--- src/rtl/ppu_ri_pkg.sv ---
// -----------------------------------------------------------------------------
// ppu_ri_pkg
// Shared definitions for the PPU register-interface initiator:
//   - register-select constants for 0x2000..0x2007
//   - FSM state encoding (IDLE/SETUP/ACCESS/RECOVER)
//   - default /CS timing and fill-length width
// -----------------------------------------------------------------------------
package ppu_ri_pkg;

    // PPU register selects (CPU address 0x2000 + sel)
    localparam logic [2:0] RI_SEL_PPUCTRL   = 3'd0;
    localparam logic [2:0] RI_SEL_PPUMASK   = 3'd1;
    localparam logic [2:0] RI_SEL_PPUSTATUS = 3'd2;
    localparam logic [2:0] RI_SEL_OAMADDR   = 3'd3;
    localparam logic [2:0] RI_SEL_OAMDATA   = 3'd4;
    localparam logic [2:0] RI_SEL_PPUSCROLL = 3'd5;
    localparam logic [2:0] RI_SEL_PPUADDR   = 3'd6;
    localparam logic [2:0] RI_SEL_PPUDATA   = 3'd7;

    typedef enum logic [1:0] {
        ST_IDLE    = 2'd0,
        ST_SETUP   = 2'd1,
        ST_ACCESS  = 2'd2,
        ST_RECOVER = 2'd3
    } ri_state_e;

    // Default /CS low and high phase lengths in clk cycles
    localparam int DEF_CS_LOW_CYCLES  = 4;
    localparam int DEF_CS_HIGH_CYCLES = 4;

    // Width of the fill repeat count
    localparam int RI_LEN_W = 11;

    function automatic int max_int(input int a, input int b);
        return (a > b) ? a : b;
    endfunction

endpackage

--- src/rtl/ppu_ri_initiator_if.sv ---
// -----------------------------------------------------------------------------
// ppu_ri_initiator_if
// Request/response bundle between the CPU bus decode (master) and the
// ppu_ri_initiator (slave).
//   req_valid/req_ready  : request handshake
//   req_sel/req_r_nw     : register select and direction (1=read)
//   req_wdata            : write data
//   req_fill/req_len     : repeat-write request (only with PPU_RI_FILL_EN)
//   rsp_valid/rsp_rdata  : completion pulse and read data
// Optional feature macro: PPU_RI_FILL_EN
// -----------------------------------------------------------------------------
interface ppu_ri_initiator_if;
    import ppu_ri_pkg::*;

    logic                req_valid;
    logic                req_ready;
    logic [2:0]          req_sel;
    logic                req_r_nw;
    logic [7:0]          req_wdata;
`ifdef PPU_RI_FILL_EN
    logic                req_fill;
    logic [RI_LEN_W-1:0] req_len;
`endif
    logic                rsp_valid;
    logic [7:0]          rsp_rdata;

`ifdef PPU_RI_FILL_EN
    modport master (
        output req_valid, req_sel, req_r_nw, req_wdata, req_fill, req_len,
        input  req_ready, rsp_valid, rsp_rdata
    );
    modport slave (
        input  req_valid, req_sel, req_r_nw, req_wdata, req_fill, req_len,
        output req_ready, rsp_valid, rsp_rdata
    );
`else
    modport master (
        output req_valid, req_sel, req_r_nw, req_wdata,
        input  req_ready, rsp_valid, rsp_rdata
    );
    modport slave (
        input  req_valid, req_sel, req_r_nw, req_wdata,
        output req_ready, rsp_valid, rsp_rdata
    );
`endif

endinterface

--- src/rtl/ppu_ri_phase_cnt.sv ---
// -----------------------------------------------------------------------------
// ppu_ri_phase_cnt
// Loadable down-counter timing the ACCESS and RECOVER phases. It stops at
// zero (no wrap) and flags when it is there.
//   clk, rst_n : clock, asynchronous active-low reset
//   load       : load load_val this cycle (has priority over counting)
//   load_val   : value to load (phase length - 1)
//   zero       : counter is 0, i.e. the current cycle is the last of a phase
// -----------------------------------------------------------------------------
module ppu_ri_phase_cnt #(
    parameter int W = 3
) (
    input  logic         clk,
    input  logic         rst_n,
    input  logic         load,
    input  logic [W-1:0] load_val,
    output logic         zero
);

    logic [W-1:0] cnt;

    // NOTE: registers are written with <= so every flop samples the values
    // from before the clock edge, independent of statement order.
    always_ff @(posedge clk or negedge rst_n) begin
        if (!rst_n) begin
            cnt <= '0;
        end else if (load) begin
            cnt <= load_val;
        end else if (cnt != '0) begin
            cnt <= cnt - 1'b1;
        end
    end

    assign zero = (cnt == '0);

endmodule

--- src/rtl/ppu_ri_initiator.sv ---
// -----------------------------------------------------------------------------
// ppu_ri_initiator
// CPU-side initiator for the PPU register interface. Each accepted request
// becomes one /CS-low pulse (ri_ncs) framed by a one-cycle setup and a
// recovery gap, so the PPU sees exactly one falling edge per access.
//   clk, rst_n : 50 MHz clock, asynchronous active-low reset
//   host       : request/response interface (slave side)
//   busy       : FSM is not in IDLE
//   ri_sel     : register select to the PPU
//   ri_ncs     : active-low chip select to the PPU
//   ri_r_nw    : 1=read, 0=write, to the PPU
//   ri_dout    : write data to the PPU
//   ri_din     : read data from the PPU
// Optional feature macro: PPU_RI_FILL_EN (repeat-write "fill" requests that
// issue req_len ACCESS/RECOVER pairs with the same sel/data).
// Reads of PPUDATA return the PPU's buffered value unmodified.
// -----------------------------------------------------------------------------
module ppu_ri_initiator
    import ppu_ri_pkg::*;
#(
    parameter int CS_LOW_CYCLES  = DEF_CS_LOW_CYCLES,
    parameter int CS_HIGH_CYCLES = DEF_CS_HIGH_CYCLES
) (
    input  logic                clk,
    input  logic                rst_n,
    ppu_ri_initiator_if.slave   host,
    output logic                busy,
    output logic [2:0]          ri_sel,
    output logic                ri_ncs,
    output logic                ri_r_nw,
    output logic [7:0]          ri_dout,
    input  logic [7:0]          ri_din
);

    localparam int CNT_W = $clog2(max_int(CS_LOW_CYCLES, CS_HIGH_CYCLES) + 1);
    localparam logic [CNT_W-1:0] LOW_LOAD  = CNT_W'(CS_LOW_CYCLES - 1);
    localparam logic [CNT_W-1:0] HIGH_LOAD = CNT_W'(CS_HIGH_CYCLES - 1);

    ri_state_e        state;
    logic             cnt_load;
    logic [CNT_W-1:0] cnt_load_val;
    logic             cnt_zero;

    // Repeat bookkeeping: rep_none = nothing to send (zero-length fill),
    // rep_last = the current ACCESS is the final one, rep_more = another
    // ACCESS follows the current RECOVER.
    logic rep_none;
    logic rep_last;
    logic rep_more;

`ifdef PPU_RI_FILL_EN
    // Accesses still to finish; decremented at the end of each ACCESS.
    logic [RI_LEN_W-1:0] remaining;

    assign rep_none = (remaining == '0);
    assign rep_last = (remaining == RI_LEN_W'(1));
    assign rep_more = (remaining != '0);
`else
    assign rep_none = 1'b0;
    assign rep_last = 1'b1;
    assign rep_more = 1'b0;
`endif

    assign host.req_ready = (state == ST_IDLE);
    assign busy           = (state != ST_IDLE);

    // Counter is loaded on the cycle before each ACCESS or RECOVER phase.
    // NOTE: every always_comb output gets a default first so no path can
    // leave it unassigned and infer a latch.
    always_comb begin
        cnt_load     = 1'b0;
        cnt_load_val = LOW_LOAD;
        case (state)
            ST_SETUP:   cnt_load = !rep_none;
            ST_ACCESS: begin
                if (cnt_zero) begin
                    cnt_load     = 1'b1;
                    cnt_load_val = HIGH_LOAD;
                end
            end
            ST_RECOVER: cnt_load = cnt_zero && rep_more;
            default:    cnt_load = 1'b0;
        endcase
    end

    ppu_ri_phase_cnt #(
        .W (CNT_W)
    ) u_phase_cnt (
        .clk      (clk),
        .rst_n    (rst_n),
        .load     (cnt_load),
        .load_val (cnt_load_val),
        .zero     (cnt_zero)
    );

    always_ff @(posedge clk or negedge rst_n) begin
        if (!rst_n) begin
            state          <= ST_IDLE;
            ri_ncs         <= 1'b1;
            ri_r_nw        <= 1'b1;
            ri_sel         <= 3'd0;
            ri_dout        <= 8'd0;
            host.rsp_valid <= 1'b0;
            host.rsp_rdata <= 8'd0;
`ifdef PPU_RI_FILL_EN
            remaining      <= '0;
`endif
        end else begin
            host.rsp_valid <= 1'b0;
            case (state)
                ST_IDLE: begin
                    if (host.req_valid) begin
                        ri_sel  <= host.req_sel;
                        ri_r_nw <= host.req_r_nw;
                        ri_dout <= host.req_wdata;
                        state   <= ST_SETUP;
`ifdef PPU_RI_FILL_EN
                        if (host.req_fill) begin
                            ri_r_nw   <= 1'b0;
                            remaining <= host.req_len;
                            // A zero-length fill completes from SETUP.
                            if (host.req_len == '0) begin
                                host.rsp_valid <= 1'b1;
                            end
                        end else begin
                            remaining <= RI_LEN_W'(1);
                        end
`endif
                    end
                end
                ST_SETUP: begin
                    if (rep_none) begin
                        state   <= ST_IDLE;
                        ri_r_nw <= 1'b1;
                    end else begin
                        state  <= ST_ACCESS;
                        ri_ncs <= 1'b0;
                    end
                end
                ST_ACCESS: begin
                    if (cnt_zero) begin
                        state  <= ST_RECOVER;
                        ri_ncs <= 1'b1;
                        if (ri_r_nw) begin
                            host.rsp_rdata <= ri_din;
                        end
                        if (rep_last) begin
                            host.rsp_valid <= 1'b1;
                        end
`ifdef PPU_RI_FILL_EN
                        remaining <= remaining - RI_LEN_W'(1);
`endif
                    end
                end
                ST_RECOVER: begin
                    if (cnt_zero) begin
                        if (rep_more) begin
                            state  <= ST_ACCESS;
                            ri_ncs <= 1'b0;
                        end else begin
                            state   <= ST_IDLE;
                            ri_r_nw <= 1'b1;
                        end
                    end
                end
                default: state <= ST_IDLE;
            endcase
        end
    end

endmodule
--- src/flat_wrapper.sv ---
// flat-port wrapper written by rule: the top's interface ports become plain ports
module ppu_ri_initiator_flat import ppu_ri_pkg::*;
#(
    parameter int CS_LOW_CYCLES  = DEF_CS_LOW_CYCLES,
    parameter int CS_HIGH_CYCLES = DEF_CS_HIGH_CYCLES
)
  (clk, rst_n, busy, ri_sel, ri_ncs, ri_r_nw, ri_dout, ri_din, host_req_valid, host_req_sel, host_req_r_nw, host_req_wdata, host_req_ready, host_rsp_valid, host_rsp_rdata);
  ppu_ri_initiator_if host_i ();
  input  logic clk;
  input  logic rst_n;
  output logic busy;
  output logic [2:0] ri_sel;
  output logic ri_ncs;
  output logic ri_r_nw;
  output logic [7:0] ri_dout;
  input  logic [7:0] ri_din;
  input wire logic [$bits(host_i.req_valid)-1:0] host_req_valid;
  input wire logic [$bits(host_i.req_sel)-1:0] host_req_sel;
  input wire logic [$bits(host_i.req_r_nw)-1:0] host_req_r_nw;
  input wire logic [$bits(host_i.req_wdata)-1:0] host_req_wdata;
  output wire logic [$bits(host_i.req_ready)-1:0] host_req_ready;
  output wire logic [$bits(host_i.rsp_valid)-1:0] host_rsp_valid;
  output wire logic [$bits(host_i.rsp_rdata)-1:0] host_rsp_rdata;
  assign host_i.req_valid = host_req_valid;
  assign host_i.req_sel = host_req_sel;
  assign host_i.req_r_nw = host_req_r_nw;
  assign host_i.req_wdata = host_req_wdata;
  assign host_req_ready = host_i.req_ready;
  assign host_rsp_valid = host_i.rsp_valid;
  assign host_rsp_rdata = host_i.rsp_rdata;
  ppu_ri_initiator #(.CS_LOW_CYCLES(CS_LOW_CYCLES), .CS_HIGH_CYCLES(CS_HIGH_CYCLES)) u_core (.clk(clk), .rst_n(rst_n), .host(host_i), .busy(busy), .ri_sel(ri_sel), .ri_ncs(ri_ncs), .ri_r_nw(ri_r_nw), .ri_dout(ri_dout), .ri_din(ri_din));
endmodule
--- config.mk ---
export PLATFORM = sky130hd
export DESIGN_NAME = ppu_ri_initiator_flat
export DESIGN_NICKNAME = d
export VERILOG_FILES = /design/src/rtl/ppu_ri_pkg.sv /design/src/rtl/ppu_ri_initiator_if.sv /design/src/rtl/ppu_ri_phase_cnt.sv /design/src/rtl/ppu_ri_initiator.sv /design/src/flat_wrapper.sv
export SDC_FILE = /design/constraint.sdc
export NUM_CORES = 1
export LEC_CHECK = 0
export CAP_MARGIN = 20
export CORE_MARGIN = 10
export CORE_UTILIZATION = 38
export CTS_CLUSTER_SIZE = 30
export DETAILED_ROUTE_END_ITERATION = 6
export PLACE_DENSITY = 0.73
export SYNTH_ARGS = -nofsm -noshare
export SYNTH_HDL_FRONTEND = slang
export SYNTH_SLANG_ARGS = --single-unit
--- constraint.sdc ---
create_clock -name clk -period 1.48 [get_ports clk]
set_clock_uncertainty 0.2 [all_clocks]
set_input_delay 0.37 -clock clk [delete_from_list [all_inputs] [get_ports clk]]
set_output_delay 0.37 -clock clk [all_outputs]
set_load 0.05 [all_outputs]
==> results.md <==
- CP delay by family, top: flip-flops
- Pwr per Cell Area: 2840 mW/mm^2
- Max incr delay on CP: 0.43 ns
- Yosys cell types: 20
- Routability Congestion: 0.777
- Hold Slack: 0.171 ns
- Fmax: 542 MHz
- XOR/XNOR share of the synthesized area: 0%
- Max VDD drop: 1500 uV
- Worst-Margin Slew: 0.310 ns
- FF-to-FF Start: u_core.state[1]
- Failing checks: negative setup slack
- Area of the multi-input gates: 663 sq um
- CTS root buffer: clkbuf_4
- Grt ovf: 0
- Setup WS pre-CTS: -0.313 ns
- 1st-iter DRT viols: 48
- Crit. Startpoint: u_core.state[1]
- Num CTS Buffers: 3
- Crit path cell chain: inv_2, ha_4, clkinvlp_4, buf_12
- Status: finished, violations left
- CTS Sinks: 27
- Layout net count: 199
- CTS tree: yes
- Period Utilization, post-route: 125%
- H-tree lvl count: 1
- Final wirelength: 3710 um
- Synth Area in Compound Gates: 7.04%
- Worst setup EP type: primary output
- Worst R2R End: u_core.state[1]
- RSZ-0062 raised after global routing: yes
- Pleak: 1.15 nW
- Area of the core: 0.00300 sq mm
- CP max FO: 4
- Cell row count: 20
- Clock Latency Late Sink: 0.32 ns
- Reg power frac: 21.9%
- Cts hold-fix bufs: 0
- Die Footprint: 0.00571 sq mm
- Hold Vio Cnt, Final: 0
- CP required: 0.91 ns
- Setup Crit Path Kind: register to primary output
- Worst-path clk slew: 0.15 ns
- Worst hold-check path type: primary input to asynchronous set/reset pin
- Flop2flop setup slack: -0.35 ns
- Global Route Usage Sum: 11.7%
- Post-synthesis adder-cell area fraction: 6.40%
- Vias in the first global route: 1,067
- Die H: 75.6 um
- Pre-Repair DR Iteration Count: 4
- Area share of and/or/nand/nor cells after synthesis: 6.40%
- Comb power frac: 73.4%
- HPWL Detailed: 2350 um
- Cells after synthesis: 86
- Via/cell ratio: 4.95
- Critical Path AT: 1.27 ns
- Sw power: 2.91 mW
- IO Pins: 47
- Via count: 1,000
- Slew margin rel.: 79.4%
- DRC Markers: 0
- Final setup viols: 48
- Pint: 4.06 mW
- Synth Cell Area: 0.00117 sq mm
- Min Tclk post-route: 1.84 ns
- Setup WS post-layout: -0.364 ns
- Clock Power Share: 4.7%
- Buf/Inv on CP: 3
- Largest family of logic cells by synthesized area: multiplexers
- Post-route ant nets: 0
- Die W: 75.6 um
- Commonest non-fill, non-tap cells in the layout: buf_12 (26), buf_4 (26), dfrtp_1 (25)
- P&R area growth vs syn: 109%
- Filler cell count: 164
- DR WL/cell: 18.4 um
- Slowest CP cell: dfrtp_1
- Syn_nets: 115
- CP Depth: 4
- Worst r2r path cells: 7
- Initial antenna violation count: 0
- Ant. Diodes: 0
- FF/Latch Area: 678 sq um
- I/O Buffers: 46
- Starting density of the core: 39.1%
- Maximum buffer depth of the clock tree: 2
- Seq cells post-synth: 27
- Largest net degree at the start of global routing: 17
- Mux cell area share after synthesis: 20.0%
- Syn_area_per_cell: 13.6 sq um
- Max-cap violations: 0
- Switching Share: 41.7%
- Worst Setup EP: busy
- Pwr Total: 6.97 mW
- Layout cells sized above 1: 63.3%
- Fin. max-slew vios: 0
- First-pass GRT wire length: 5250 um
- Syn. warnings: 0
- Register area share after synthesis: 57.8%
- Crit path launch type: register
-- worst min path at each step --
stage / start / to / slack, ns
2_1_floorplan: rst_n / u_core.host.rsp_rdata[0] / -0.13
3_3_place_gp: u_core.u_phase_cnt.cnt[1] / u_core.u_phase_cnt.cnt[1] / 0.28
3_5_place_dp: u_core.ri_ncs / u_core.ri_ncs / 0.29
4_1_cts: rst_n / u_core.ri_dout[7] / 0.17
5_1_grt: rst_n / u_core.state[1] / 0.16
6_report: rst_n / u_core.state[1] / 0.17
-- Yosys cell counts, drive strengths merged --
cell,count,area share (%)
or2b,1,0.64
nand2,2,0.64
mux2,20,19
o22a,1,0.75
nor2b,1,1.2
a22oi,1,0.64
dfrtp,25,53
a211oi,1,0.64
buf,1,0.43
o211ai,1,0.64
a21oi,5,2.1
o21ai,4,1.7
inv,6,1.9
nand3,1,1.5
nor2,5,1.6
o22ai,1,0.53
ha,6,6.4
mux2i,1,0.85
dfstp,2,4.5
and3b,1,0.85
-- sequential cells by signal, summed over array words and instances (netlist names) --
| signal | flops |
|---|---|
| u_core.host.rsp_rdata | 8 |
| u_core.ri_dout | 8 |
| u_core.ri_sel | 3 |
| u_core.u_phase_cnt.cnt | 3 |
| u_core.state | 2 |
| u_core.host.rsp_valid | 1 |
| u_core.ri_ncs | 1 |
| u_core.ri_r_nw | 1 |
-- logic make-up after synthesis --
group                      Yosys count
DFF                                 27
muxes                               21
AOI/OAI and AO/OA                   14
and+or+nand+nor                     11
buffers and inverters                7
adders and majority gates            6
-- stage by stage --
step	cell area [sq um]	util (%)	cells	setup TNS, ns
floorplan	1200	-	86	-2.82
global route	2450	81.8	202	-7.67
finish	2450	81.8	202	-5.44
global placement	2050	68.3	177	-4.49
CTS	2270	75.5	191	-4.33
detailed placement	2050	68.3	177	-5.07
-- area by class of cell --
class | instances | area share [%]
repair buffers | 80 | 41.5
inverters | 6 | 1.07
clock inverters | 1 | 0.204
well taps | 33 | 1.68
multi-input cells | 52 | 27.0
flip-flops and latches | 27 | 27.6
clock buffers | 3 | 0.917
-- routing by layer --
metal,share of wire (%),wire length [um],global-route usage (%),vias to the layer above
met3,9.2,342,4.17,2
met2,49,1820,19.9,38
li1,-,-,-,463
met4,0.27,10,1.86,0
met5,0,0,0,-
met1,41,1530,14.1,497
-- power by group through the flow --
stage	sequential, mW	combinational (mW)	clock [mW]
final	1.52	5.12	0.329
after floorplan	2.39	1.09	0
after global placement	1.51	3.94	0
after global routing	1.57	5.37	0.361
after CTS	1.51	4.55	0.325
after detailed placement	1.53	4.01	0
-- worst reg2reg max path: cells and delay by family (launching register included) --
| kind | cells | cell delay (ns) |
|---|---|---|
| AO/OA/AOI/OAI | 1 | 0.18 |
| adder cells (fa/ha/maj) | 1 | 0.17 |
| flip-flops | 1 | 0.43 |
| buffers and inverters | 4 | 0.46 |
| multiplexers | 1 | 0.32 |
-- what timing repair did --
| action | CTS | global route |
|---|---|---|
| gates cloned | 1 | 0 |
| setup endpoints to repair | 48 | 50 |
| buffers inserted | 9 | 15 |
| endpoints found under the hold margin | 0 | 0 |
| pin swaps | 9 | 13 |
| resized for setup | 26 | 25 |
Note: power is estimated with default switching activity, not from simulation.
